===== src/rtl/dff_reg_arbiter.sv =====
// ---------------------------------------------------------------------------
// dff_reg_arbiter
//
// Round-robin arbiter that shares one WIDTH-bit register bank (built from
// Dff cells, instantiated outside this block) among four requesters. A
// requester wins write ownership through a registered req/gnt handshake and
// keeps it for at most HOLD consecutive GRANT cycles. While it owns the bank,
// this block steers that requester's data onto the bank's shared d bus and
// drives the bank's load enable.
//
// Ownership life cycle: IDLE -> GRANT (1..HOLD cycles) -> RELEASE (1 cycle)
// -> IDLE. The pointer of highest priority moves to owner+1 on every release,
// so four continuous requesters are served 0,1,2,3,0,...
//
// Parameters
//   WIDTH  data width of the shared register
//   HOLD   maximum consecutive GRANT cycles per ownership (1..15)
//
// Ports
//   clk     in   system clock, all state updates on the rising edge
//   reset   in   synchronous active-high reset
//   req     in   [3:0] level-sensitive write requests
//   wdata   in   [4*WIDTH-1:0] requester data, requester i at [i*WIDTH +: WIDTH]
//   gnt     out  [3:0] registered one-hot grant (zero outside GRANT)
//   owner   out  [1:0] registered index of the current or last grantee
//   busy    out  high in GRANT or RELEASE
//   reg_d   out  [WIDTH-1:0] data bus to the register bank d inputs
//   reg_en  out  load enable to the register bank
// ---------------------------------------------------------------------------
module dff_reg_arbiter #(
    parameter int WIDTH = 8,
    parameter int HOLD  = 2
) (
    input  logic               clk,
    input  logic               reset,
    input  logic [3:0]         req,
    input  logic [4*WIDTH-1:0] wdata,
    output logic [3:0]         gnt,
    output logic [1:0]         owner,
    output logic               busy,
    output logic [WIDTH-1:0]   reg_d,
    output logic               reg_en
);

    typedef enum logic [1:0] {
        ST_IDLE    = 2'd0,
        ST_GRANT   = 2'd1,
        ST_RELEASE = 2'd2
    } state_e;

    localparam logic [3:0] HOLD_C = 4'(HOLD);

    // -----------------------------------------------------------------------
    // State
    // -----------------------------------------------------------------------
    state_e     state_q, state_d;
    logic [3:0] gnt_q,   gnt_d;
    logic [1:0] owner_q, owner_d;
    logic [1:0] ptr_q,   ptr_d;
    logic [3:0] cnt_q,   cnt_d;

    // -----------------------------------------------------------------------
    // Rotating priority pick: first set request in the order
    // ptr, ptr+1, ptr+2, ptr+3 (2-bit arithmetic wraps modulo 4).
    // -----------------------------------------------------------------------
    logic       pick_valid;
    logic [1:0] pick_idx;

    always_comb begin
        // NOTE: every variable written here gets a default first; a path that
        // skips an assignment would otherwise infer a latch.
        pick_valid = 1'b0;
        pick_idx   = ptr_q;
        for (int k = 0; k < 4; k++) begin
            if (!pick_valid && req[ptr_q + 2'(k)]) begin
                pick_valid = 1'b1;
                pick_idx   = ptr_q + 2'(k);
            end
        end
    end

    // -----------------------------------------------------------------------
    // Next-state logic
    // -----------------------------------------------------------------------
    logic owner_req;
    assign owner_req = req[owner_q];

    always_comb begin
        state_d = state_q;
        gnt_d   = gnt_q;
        owner_d = owner_q;
        ptr_d   = ptr_q;
        cnt_d   = cnt_q;

        unique case (state_q)
            ST_IDLE: begin
                if (pick_valid) begin
                    owner_d = pick_idx;
                    gnt_d   = 4'(4'b0001 << pick_idx);
                    cnt_d   = 4'd1;
                    state_d = ST_GRANT;
                end
            end

            ST_GRANT: begin
                // Leave on an early drop by the owner or when the ownership
                // budget is spent; cnt therefore never climbs past HOLD.
                if (!owner_req || (cnt_q == HOLD_C)) begin
                    gnt_d   = 4'b0000;
                    ptr_d   = owner_q + 2'd1;
                    state_d = ST_RELEASE;
                end else begin
                    cnt_d = cnt_q + 4'd1;
                end
            end

            ST_RELEASE: begin
                // Turnaround cycle: requests are ignored here.
                gnt_d   = 4'b0000;
                state_d = ST_IDLE;
            end

            default: begin
                gnt_d   = 4'b0000;
                state_d = ST_IDLE;
            end
        endcase
    end

    // -----------------------------------------------------------------------
    // State registers
    // -----------------------------------------------------------------------
    always_ff @(posedge clk) begin
        // NOTE: non-blocking assignments so every flop samples the values
        // from before this edge, independent of statement order.
        if (reset) begin
            state_q <= ST_IDLE;
            gnt_q   <= 4'b0000;
            owner_q <= 2'd0;
            ptr_q   <= 2'd0;
            cnt_q   <= 4'd0;
        end else begin
            state_q <= state_d;
            gnt_q   <= gnt_d;
            owner_q <= owner_d;
            ptr_q   <= ptr_d;
            cnt_q   <= cnt_d;
        end
    end

    // -----------------------------------------------------------------------
    // Outputs. gnt, owner and busy come only from flops. reg_en follows the
    // owner's live request so an early drop stops the load in the same cycle.
    // -----------------------------------------------------------------------
    logic in_grant;
    assign in_grant = (state_q == ST_GRANT);

    assign gnt    = gnt_q;
    assign owner  = owner_q;
    assign busy   = (state_q == ST_GRANT) || (state_q == ST_RELEASE);
    assign reg_en = in_grant && owner_req;
    assign reg_d  = in_grant ? wdata[owner_q*WIDTH +: WIDTH] : '0;

    // -----------------------------------------------------------------------
    // Structural invariants of the grant vector
    // -----------------------------------------------------------------------
    gnt_onehot0_a : assert property (@(posedge clk) disable iff (reset)
        $onehot0(gnt_q));

    gnt_only_in_grant_a : assert property (@(posedge clk) disable iff (reset)
        (gnt_q != 4'b0000) |-> in_grant);

endmodule


===== config.mk =====
export PLATFORM = sky130hd
export DESIGN_NAME = dff_reg_arbiter
export DESIGN_NICKNAME = d
export VERILOG_FILES = /design/src/rtl/dff_reg_arbiter.sv
export SDC_FILE = /design/constraint.sdc
export NUM_CORES = 1
export LEC_CHECK = 0
export ABC_AREA = 1
export CAP_MARGIN = 15
export CORE_MARGIN = 1.5
export CORE_UTILIZATION = 41
export CTS_BUF_LIST = sky130_fd_sc_hd__clkbuf_4
export DETAILED_ROUTE_END_ITERATION = 12
export GPL_TIMING_DRIVEN = 1
export PLACE_DENSITY = 0.89
export REMOVE_ABC_BUFFERS = 1
export SYNTH_ARGS = -nofsm -noshare
export SYNTH_HDL_FRONTEND = slang
export SYNTH_SLANG_ARGS = --single-unit

===== constraint.sdc =====
create_clock -name clk -period 1.51 [get_ports clk]
set_clock_uncertainty 0.15 [all_clocks]
set_input_delay 0.2265 -clock clk [delete_from_list [all_inputs] [get_ports clk]]
set_output_delay 0.2265 -clock clk [all_outputs]
set_load 0.05 [all_outputs]

==> qor.yml <==
floorplan:
  die_w_um: 62.2
  core_sq_um: 3340
  rows: 21
  dieArea_sq_um: 3870
  io_pins: 54
  initial_utilization: 0.430
  dieHeight_um: 62.2
critical_path:
  slowest_delay_ps: 400
  crit_family: "buffers and inverters"
  startpoint_type: "register"
  cp_data_required_time_ps: 1130
  reg2reg_depth: 12
  rr_startpoint: "ptr_q[1]"
  crit_fanout: 6
  r2r_end: "gnt[3]"
  reg2reg_slack_ps: -360
  end_kind: "output port"
  critical-path-slowest-cell: "dfxtp_4"
  arrival_ps: 1650
  crit_buf_inv: 3
  critPathKind: "reg -> out"
  crit_chain: "inv_4 -> buf_12 -> nor2_1 -> o21ai_0 -> a21oi_1 -> buf_4"
layout:
  final_common_cell: "buf_4"
  finalNetCount: 385
  mostFrequentLayoutCells: "39 x buf_4, 34 x nor2_1, 33 x clkdlybuf4s50_1"
  syn_to_final_growth_pct: 106
  drive_gt1_frac: 0.535
  antenna_cells: 0
  final_cell_area_sq_um: 2960
  post-route-util: 0.887
yosys:
  synth_area_sq_um: 1440
  yosysSeqAreaShare: 0.195
  synth_seq_cells: 14
  synth.distinct_cells: 26
  yosys_warnings: 0
  synth_area_leaders: "dfxtp_1 20%, nand2_1 18%, nor2_1 11%"
  synth_area_leader_cell: "dfxtp_1"
  syn_area_per_cell_sq_um: 5.84
  synthCells: 246
  synth_top_area_frac: 0.195
global_routing:
  grtUsageTotal: 0.320
  grt_max_degree: 13
  antenna_found_initial: 0
  grt_pass1_wl_mm: 10.0
  grt_pass1_vias: 2159
  grt-ovfl-total: 0
power:
  vdd_drop_max_mv: 1.46
  p_leak_nw: 1.32
  total_power_mw: 6.44
  power_density_nw_per_um2: 2170
placement:
  gp_congestion: 0.878
  place_area_sq_um: 2260
  port_buffers: 53
  dp_hpwl_mm: 3.40
timing:
  post-route-period-util: 1.34
  holdWs_ps: 364
  final-hold-violation-count: 0
  relSlewSlack: 0.767
  slew_violations: 0
  setup_ws_ps: -519
  setup_violations: 25
  rsz0062_at_grt: "true"
  fin_tns_setup_ps: -7440
  post-route-min-period_ps: 2030
  fmax_mhz: 493
  tightest_slew_ps: 349
clock_tree:
  cts_tree: "built"
  path_clk_slew_ps: 100
  clk_latency_ps: 290
  hold_buffers: 0
  cts_root_buf: "clkbuf_4"
  clock_path_buffers: 2
  clkSinkCount: 14
  htree_levels: 1
  cts_buffers: 3
drt:
  vias: 2405
  wirelength_mm: 8.39
  ant_nets: 0
  routed_via_density: 6.20
  wl_per_cell_um: 21.6
  firstDrtPassIters: 8
  drc: 0
  drtIter0Drc: 419
min_path:
  hold_depth: 2
  worstHoldEndpoint: "state_q[1]"
  hold_start: "state_q[1]"
  hold_class: "reg -> reg"
outcome:
  violations: "setup timing"
  outcome: "finished, violations left"
flow_run:
  maxCapViolations: 0
## per-stage QoR
stage | setup WS [ps] | cells
final | -519 | 388
after global routing | -528 | 388
after CTS | -270 | 384
after detailed placement | -450 | 366
after global placement | -420 | 366
after floorplan | -897 | 237
## synthesized netlist by cell type
master / number
clkinv_1: 2
inv_4: 1
nand2_4: 3
buf_6: 2
dfxtp_1: 14
o21ai_0: 19
inv_2: 5
nand3_1: 18
nand4_2: 1
nand2_2: 8
nand3_2: 6
ha_1: 4
nand2_1: 70
xor2_1: 3
nor2_1: 42
nand4_1: 3
o21ai_1: 2
buf_4: 2
buf_2: 1
a21oi_1: 19
clkbuf_1: 4
a21oi_2: 2
nor2_2: 2
nor2_4: 1
nand4_4: 1
inv_1: 11
## repair_timing
item                       in CTS  in global routing
resized for setup              93                 78
setup endpoints to repair      22                 25
cloned                          3                  0
buffers inserted               11                  4
pin swaps                      37                 37
## worst min-delay path: cells and delay by family, from the launching register on
family / cells / cell delay, ps
AO/OA/AOI/OAI: 1 / 50
flip-flops: 1 / 350
AND/OR/NAND/NOR: 1 / 80
## flip-flops by register name, indices dropped and copies added, names as in the netlist
register,count
cnt_q,4
gnt,4
owner,2
ptr_q,2
state_q,2
## report_power, final
part | switching [mW] | total (mW) | internal [mW]
Sequential | 0.182 | 0.696 | 0.514
Clock | 0.140 | 0.236 | 0.0961
Combinational | 3.34 | 5.50 | 2.17
Total | 3.66 | 6.44 | 2.78
## kinds of logic after synthesis
logic type	Yosys count	share of synthesized area
DFF	14	0.195
buffers and inverters	28	0.0915
and+or+nand+nor	155	0.509
AOI/OAI and AO/OA	42	0.152
xor gates and xnor gates	3	0.0183
adders and majority gates	4	0.0348
## how the worst max path moves through the flow
stage / cells after the start / slack, ps / from / endpoint
6_report: 6 / -520 / owner[1] / reg_d[0]
5_1_grt: 6 / -530 / owner[1] / reg_d[0]
4_1_cts: 6 / -270 / owner[0] / reg_d[7]
3_5_place_dp: 13 / -450 / req[0] / gnt[3]
3_3_place_gp: 13 / -420 / req[0] / gnt[2]
2_1_floorplan: 4 / -900 / owner[0] / reg_d[0]
## layout make-up
class                           count  area (sq um)
Clock buffer                        3          22.5
Sequential cell                    14           299
Multi-Input combinational cell    204          1470
Fill cell                         113           377
Inverter                           19          93.8
Tap cell                           46          57.6
Clock inverter                      1          3.75
Timing Repair Buffer              101          1020
## layer usage
| metal | GRT usage | wire, um | vias to the layer above |
|---|---|---|---|
| li1 | - | - | 989 |
| met1 | 0.346 | 3120 | 1090 |
| met2 | 0.577 | 3680 | 255 |
| met3 | 0.0707 | 1070 | 71 |
| met4 | 0.172 | 534 | 0 |
| met5 | 0 | 0 | - |
No activity file was read; power rests on OpenSTA's default activity.
